**src/rtl/axi_lite_master_engine.sv**
```systemverilog
// Single-outstanding AXI4-Lite master: turns a command/response register-access
// interface into AXI4-Lite reads and writes, and keeps completion/error counters.
module axi_lite_master_engine #(
    parameter int ADDR_W = 32,
    parameter int CNT_W  = 16
) (
    input  logic              axil_aclk,
    input  logic              axil_areset,
    // command side
    input  logic              req_valid,
    output logic              req_ready,
    input  logic              req_write,
    input  logic [ADDR_W-1:0] req_addr,
    input  logic [31:0]       req_wdata,
    // response side
    output logic              rsp_valid,
    input  logic              rsp_ready,
    output logic              rsp_write,
    output logic [31:0]       rsp_rdata,
    output logic [1:0]        rsp_resp,
    // AW channel
    output logic              m_axil_awvalid,
    output logic [ADDR_W-1:0] m_axil_awaddr,
    input  logic              m_axil_awready,
    // W channel
    output logic              m_axil_wvalid,
    output logic [31:0]       m_axil_wdata,
    output logic [3:0]        m_axil_wstrb,
    input  logic              m_axil_wready,
    // B channel
    input  logic              m_axil_bvalid,
    input  logic [1:0]        m_axil_bresp,
    output logic              m_axil_bready,
    // AR channel
    output logic              m_axil_arvalid,
    output logic [ADDR_W-1:0] m_axil_araddr,
    input  logic              m_axil_arready,
    // R channel
    input  logic              m_axil_rvalid,
    input  logic [31:0]       m_axil_rdata,
    input  logic [1:0]        m_axil_rresp,
    output logic              m_axil_rready,
    // debug counters
    output logic [CNT_W-1:0]  wr_count,
    output logic [CNT_W-1:0]  rd_count,
    output logic [CNT_W-1:0]  err_count
);

    typedef enum logic [2:0] {
        StIdle,
        StWr,
        StWrResp,
        StRdAddr,
        StRdData,
        StResp
    } state_e;

    state_e             r_state;
    state_e             w_state_next;

    logic [ADDR_W-1:0]  r_addr;
    logic [31:0]        r_wdata;
    logic               r_write;
    logic               r_aw_done;
    logic               r_w_done;
    logic [31:0]        r_rdata;
    logic [1:0]         r_resp;
    logic [CNT_W-1:0]   r_wr_count;
    logic [CNT_W-1:0]   r_rd_count;
    logic [CNT_W-1:0]   r_err_count;

    logic               w_accept;
    logic               w_aw_hs;
    logic               w_w_hs;
    logic               w_b_hs;
    logic               w_r_hs;
    logic               w_unused_addr_lsb;

    // Handshakes decoded from state and registers so no valid feeds back into itself.
    assign w_accept = (r_state == StIdle) && req_valid;
    assign w_aw_hs  = (r_state == StWr) && !r_aw_done && m_axil_awready;
    assign w_w_hs   = (r_state == StWr) && !r_w_done && m_axil_wready;
    assign w_b_hs   = (r_state == StWrResp) && m_axil_bvalid;
    assign w_r_hs   = (r_state == StRdData) && m_axil_rvalid;

    // Byte lanes below word granularity are ignored; the address is word-aligned.
    assign w_unused_addr_lsb = ^req_addr[1:0];

    assign m_axil_awaddr = r_addr;
    assign m_axil_araddr = r_addr;
    assign m_axil_wdata  = r_wdata;
    assign m_axil_wstrb  = 4'hF;

    assign rsp_write = r_write;
    assign rsp_rdata = r_rdata;
    assign rsp_resp  = r_resp;

    assign wr_count  = r_wr_count;
    assign rd_count  = r_rd_count;
    assign err_count = r_err_count;

    // Next-state decode and state-derived handshake outputs.
    always_comb begin
        w_state_next   = r_state;
        req_ready      = 1'b0;
        rsp_valid      = 1'b0;
        m_axil_awvalid = 1'b0;
        m_axil_wvalid  = 1'b0;
        m_axil_bready  = 1'b0;
        m_axil_arvalid = 1'b0;
        m_axil_rready  = 1'b0;
        unique case (r_state)
            StIdle: begin
                req_ready = 1'b1;
                if (req_valid) begin
                    w_state_next = req_write ? StWr : StRdAddr;
                end
            end
            StWr: begin
                m_axil_awvalid = !r_aw_done;
                m_axil_wvalid  = !r_w_done;
                if ((r_aw_done || w_aw_hs) && (r_w_done || w_w_hs)) begin
                    w_state_next = StWrResp;
                end
            end
            StWrResp: begin
                m_axil_bready = 1'b1;
                if (m_axil_bvalid) begin
                    w_state_next = StResp;
                end
            end
            StRdAddr: begin
                m_axil_arvalid = 1'b1;
                if (m_axil_arready) begin
                    w_state_next = StRdData;
                end
            end
            StRdData: begin
                m_axil_rready = 1'b1;
                if (m_axil_rvalid) begin
                    w_state_next = StResp;
                end
            end
            StResp: begin
                rsp_valid = 1'b1;
                if (rsp_ready) begin
                    w_state_next = StIdle;
                end
            end
            default: w_state_next = StIdle;
        endcase
    end

    // State, command capture, response capture and counters.
    always_ff @(posedge axil_aclk) begin
        if (axil_areset) begin
            r_state     <= StIdle;
            r_addr      <= '0;
            r_wdata     <= '0;
            r_write     <= 1'b0;
            r_aw_done   <= 1'b0;
            r_w_done    <= 1'b0;
            r_rdata     <= '0;
            r_resp      <= '0;
            r_wr_count  <= '0;
            r_rd_count  <= '0;
            r_err_count <= '0;
        end else begin
            r_state <= w_state_next;
            if (w_accept) begin
                r_addr    <= {req_addr[ADDR_W-1:2], 2'b00};
                r_wdata   <= req_wdata;
                r_write   <= req_write;
                r_aw_done <= 1'b0;
                r_w_done  <= 1'b0;
            end
            if (w_aw_hs) begin
                r_aw_done <= 1'b1;
            end
            if (w_w_hs) begin
                r_w_done <= 1'b1;
            end
            if (w_b_hs) begin
                r_rdata    <= '0;
                r_resp     <= m_axil_bresp;
                r_wr_count <= r_wr_count + CNT_W'(1);
                if (m_axil_bresp != 2'b00) begin
                    r_err_count <= r_err_count + CNT_W'(1);
                end
            end
            if (w_r_hs) begin
                r_rdata    <= m_axil_rdata;
                r_resp     <= m_axil_rresp;
                r_rd_count <= r_rd_count + CNT_W'(1);
                if (m_axil_rresp != 2'b00) begin
                    r_err_count <= r_err_count + CNT_W'(1);
                end
            end
        end
    end

endmodule

```
**config.mk**
```make
export PLATFORM = sky130hd
export DESIGN_NAME = axi_lite_master_engine
export DESIGN_NICKNAME = d
export VERILOG_FILES = /design/src/rtl/axi_lite_master_engine.sv
export SDC_FILE = /design/constraint.sdc
export NUM_CORES = 1
export LEC_CHECK = 0
export BUFFER_PORTS_ARGS = -buffer_cell sky130_fd_sc_hd__buf_2
export CAP_MARGIN = 30
export CORE_AREA = 2 2 118 120
export DETAILED_ROUTE_END_ITERATION = 16
export DIE_AREA = 0 0 120 122
export GPL_TIMING_DRIVEN = 0
export PLACE_DENSITY = 0.8
export SLEW_MARGIN = 20
export SYNTH_ARGS = -nofsm -noshare
export SYNTH_HDL_FRONTEND = slang
export SYNTH_SLANG_ARGS = --single-unit
```
**constraint.sdc**
```tcl
create_clock -name axil_aclk -period 4.45 [get_ports axil_aclk]
set_clock_uncertainty 0.05 [all_clocks]
set_input_delay 1.1125 -clock axil_aclk [delete_from_list [all_inputs] [get_ports axil_aclk]]
set_output_delay 1.1125 -clock axil_aclk [all_outputs]
set_load 0.03 [all_outputs]
```
# == Word level (Yosys, flattened, before mapping) ==
# Index checks and enable logic that the tools add are counted.
# word_totals
register_bits,150
inputBits,110
wordCells,70
# classes
addsub,3
n_eq_ne,11
muxes,26
reduce_logical,19
# ops
cell,n
$mux 16,4
$mux 32,2
$add 16x1->16 const B,3
$mux 3,6
$pmux 3 s6,1
$mux 1,10
$ne 2x2->1 const B,5
$reduce_bool 2->1,5
$logic_and 1x1->1,8
$eq 3x2->1 const B,2
$eq 3x3->1 const B,2
$mux 2,3
$reduce_and 6->1,1
$eq 3x1->1 const B,1
$logic_not 3->1,1
$logic_not 1->1,2
$logic_or 1x1->1,2
$ne 2x1->1 const B,1

# == Depth between registers and ports, before layout ==
# depth
depth_word,7
ltp_mapped,7
mapped_depth_nobuf,5

# == Least setup slack after synthesis ==
# Ideal clock, no wire load.
# synth_path
path_type,register to output
startpoint,register r_state[0]
endpoint,output m_axil_awvalid
t_arrival_ps,1519
path_slack_ps,1769
stages_incl_launch_ff,4
n_path_buf,1
path_cell_list,dfxtp_1 clkbuf_1 or3b_2 nor2_1
# synth_via
elab_chain_cells,2
# synth_rtl
item,line,rtl
start: declaration,58,state_e r_state;
start signal: assignment,157,r_state <= StIdle;
start signal: assignment,169,r_state <= w_state_next;
$eq 3x1->1,112,unique case (r_state)
$mux 1,112,
end: declaration,22,"output logic m_axil_awvalid,"
# Every way passes these cells.

# == Worst setup path after layout ==
# layout_path
startpoint,register r_state[0]
endpoint,output m_axil_wvalid
# layout_via
elab_chain_cells,2
# layout_rtl
item,line,rtl
$eq 3x1->1,112,
$mux 1,112,
end: declaration,26,"output logic m_axil_wvalid,"
# Every way passes these cells.

==> results.py <==
metrics = {
    "power_and_ir_drop": {
        "seqPwrFrac_pct": 41.6,
        "internal_power_mw": 2.47,
        "total_power_mw": 3.48,
        "pwr-share-comb_pct": 17.5,
        "powerDensity_nw_per_um2": 413,
        "vdd_drop_max_mv": 0.246,
        "p_leak_nw": 3.89,
        "clkPwrFrac_pct": 40.9,
        "p_switching_mw": 1.01,
        "switching_share_pct": 29.0,
    },
    "placed_design": {
        "numPortBuffers": 288,
        "dpl.hpwl_um": 14200,
        "gp_congestion": 0.849,
    },
    "clocking": {
        "post_cts_resized": 0,
        "cts_setup_buffers": 0,
        "numClockSinks": 150,
        "insertion_delay_ns": 0.43,
        "clockBufferDepth": 2,
        "cts-root-buf": "clkbuf_16",
        "htreeDepth": 4,
        "clk_pin_slew_ns": 0.06,
        "cts_tree": "built",
        "ctsHoldBuffers": 0,
        "cts_buffers": 17,
    },
    "yosys": {
        "synthFlopType": "dfxtp_1",
        "synth_cells": 741,
        "synth_top_area_cell": "dfxtp_1",
        "ys_seq_area_share_pct": 48.8,
        "synthesis.area_sq_um": 6150,
        "synth_edf_count": 0,
        "avgSynthCellArea_sq_um": 8.30,
        "async_reset_ff_share_pct": 0,
        "ys_types": 48,
        "synth_top_area_share_pct": 48.8,
        "synth_area_leaders": "dfxtp_1 49%, nand2_1 9.2%, a21oi_1 7.7%, buf_4 4.6%, nor2_1 4.3%",
        "ys_seq_elements": 150,
        "yosys_warnings": 0,
    },
    "finish": {
        "areaGrowthSynthToFinish_pct": 37.3,
        "fin_nets": 1167,
        "final_common_cell": "buf_2",
        "drive_above_1_share_pct": 35.0,
        "fillCellCount": 1250,
        "layout_common_cells": "294 x buf_2, 150 x nand2_1, 150 x dfxtp_1",
    },
    "floorplan": {
        "fp.dieW_um": 120,
        "die_area_sq_um": 14600,
        "io_pins": 300,
        "initial_core_util_pct": 45.6,
        "core.rowCount": 43,
        "die-height_um": 122,
        "coreArea_sq_um": 13500,
    },
    "worst_setup_path": {
        "path_max_fanout": 10,
        "max_stage_delay_ns": 0.51,
        "endpoint_kind": "output pin",
        "critPathSlowestCell": "or3b_2",
        "crit_family": "simple AND/OR/NAND/NOR gates",
        "crit_required_ns": 3.29,
        "path_cells": "clkbuf_1 -> or3b_2 -> nor2_1 -> buf_2",
        "path_buf_inv": 2,
        "crit_type": "flop to output pin",
        "arrival_ns": 2.03,
        "worstSetupStartpointType": "flop",
    },
    "detailed_routing": {
        "drtPass1Iterations": 4,
        "routed_wl_um": 18600,
        "drt_iter0_markers": 288,
        "ant_nets": 0,
        "vias_per_cell": 5.04,
        "wl_per_cell_um": 14.8,
        "drcViolationCount": 0,
        "via_count": 6310,
    },
    "global_route": {
        "overflow": 0,
        "grtUsageTotal_pct": 24.3,
        "antenna_found_initial": 2,
        "grtUsageMet3_pct": 7.82,
        "grt_pass1_wl_um": 27800,
        "grt_max_degree": 17,
        "use_met1_pct": 25.6,
        "grt_pass1_vias": 5575,
        "top_usage_layer": "met2",
        "use_met2_pct": 44.6,
    },
    "sta": {
        "tns_ns": 0,
        "relSlewSlack_pct": 54.3,
        "slew_viol_final": 0,
        "fmax_mhz": 314,
        "min_period_ns": 3.19,
        "finalCritPeriodShare_pct": 71.7,
        "rsz0062_at_grt": "no",
        "hold_viol": 0,
        "setup_viol": 0,
        "tightest_slew_ns": 0.686,
    },
    "min_path": {
        "min_path_type": "flop to flop",
    },
    "job": {
        "maxCapViolCount": 0,
    },
    "status": {
        "status": "complete, no violations",
    },
}
-- path summary, 6_finish.rpt --
| path | from | cells after the start | slack (ns) | endpoint |
|---|---|---|---|---|
| setup reg to reg | r_state[0] | 6 | 2.33 | rsp_rdata[27] |
| hold / removal | rsp_write | 2 | 0.40 | rsp_write |
| hold reg to reg | rsp_write | 2 | 0.40 | rsp_write |
| setup / recovery | r_state[0] | 4 | 1.26 | m_axil_wvalid |
-- stage by stage --
step | worst slack, ns | hold WS [ns] | instances | util, % | cell area (sq um)
floorplan | 1.77 | 0.403 | 747 | - | 6170
global placement | 1.60 | 0.389 | 1215 | 58.1 | 7840
detailed placement | 1.61 | 0.395 | 1215 | 58.1 | 7840
CTS | 1.25 | 0.403 | 1247 | 62.5 | 8430
global route | 1.15 | 0.420 | 1248 | 62.5 | 8440
finish | 1.26 | 0.400 | 1251 | 62.5 | 8440
-- state kept, by name (all words and copies together) (netlist names) --
| signal | count |
|---|---|
| rsp_write | 1 |
| rsp_resp | 2 |
| rsp_rdata | 32 |
| r_aw_done | 1 |
| r_state | 3 |
| m_axil_wdata | 32 |
| r_w_done | 1 |
| err_count | 16 |
| wr_count | 16 |
| m_axil_araddr | 30 |
| rd_count | 16 |
-- worst reg2reg max path: cells and delay by family, from the launching register on --
family / cells / cell delay (ns)
buffers and inverters: 2 / 0.75
and+or+nand+nor: 3 / 0.73
AOI/OAI and AO/OA: 1 / 0.13
DFF: 1 / 0.40
-- cell type report --
class	instances	area (sq um)	area share, %
diodes	4	10.0	0.119
inverters	5	18.8	0.222
flip-flops and latches	150	3000	35.6
clock inverters	12	126	1.50
clock buffers	20	467	5.53
well taps	180	225	2.67
plain buffers	86	480	5.69
multi-input cells	506	2670	31.6
repair buffers	288	1440	17.1
-- power groups by stage --
stage / combinational, mW / sequential [mW] / clock (mW)
2_1_floorplan: 0.299 / 1.59 / 0
3_3_place_gp: 0.607 / 1.48 / 0
3_5_place_dp: 0.612 / 1.48 / 0
4_1_cts: 0.614 / 1.45 / 1.44
5_1_grt: 0.659 / 1.46 / 1.51
6_report: 0.610 / 1.45 / 1.42
-- cells by family after synthesis --
group / Yosys count / synth area share (%)
other: 2 / 0.122
multiplexers: 3 / 0.529
AND/OR/NAND/NOR: 309 / 23.5
XOR/XNOR: 19 / 2.70
flip-flops: 150 / 48.8
AO/OA/AOI/OAI: 164 / 15.6
buffers and inverters: 91 / 8.11
adder cells (fa/ha/maj): 3 / 0.610
-- synthesized netlist by cell type, types with 6 or more instances --
| library cell | number |
|---|---|
| or4_1 | 7 |
| a21oi_1 | 95 |
| o31ai_1 | 7 |
| or3_1 | 13 |
| buf_2 | 6 |
| nand4_1 | 15 |
| dfxtp_1 | 150 |
| nand2_1 | 150 |
| clkbuf_1 | 39 |
| and3_1 | 6 |
| nor2_1 | 71 |
| a22oi_1 | 32 |
| buf_4 | 38 |
| xnor2_1 | 10 |
| o21ai_0 | 17 |
| xor2_1 | 9 |
| nand3_1 | 13 |
| nor3_1 | 6 |
-- metal layers --
metal  part of all wire (%)  routed length, um
met1                     39               7230
met3                    7.3               1350
met2                     52               9570
met4                    2.3                424
met5                      0                  0
(Power assumes the default switching activity.)
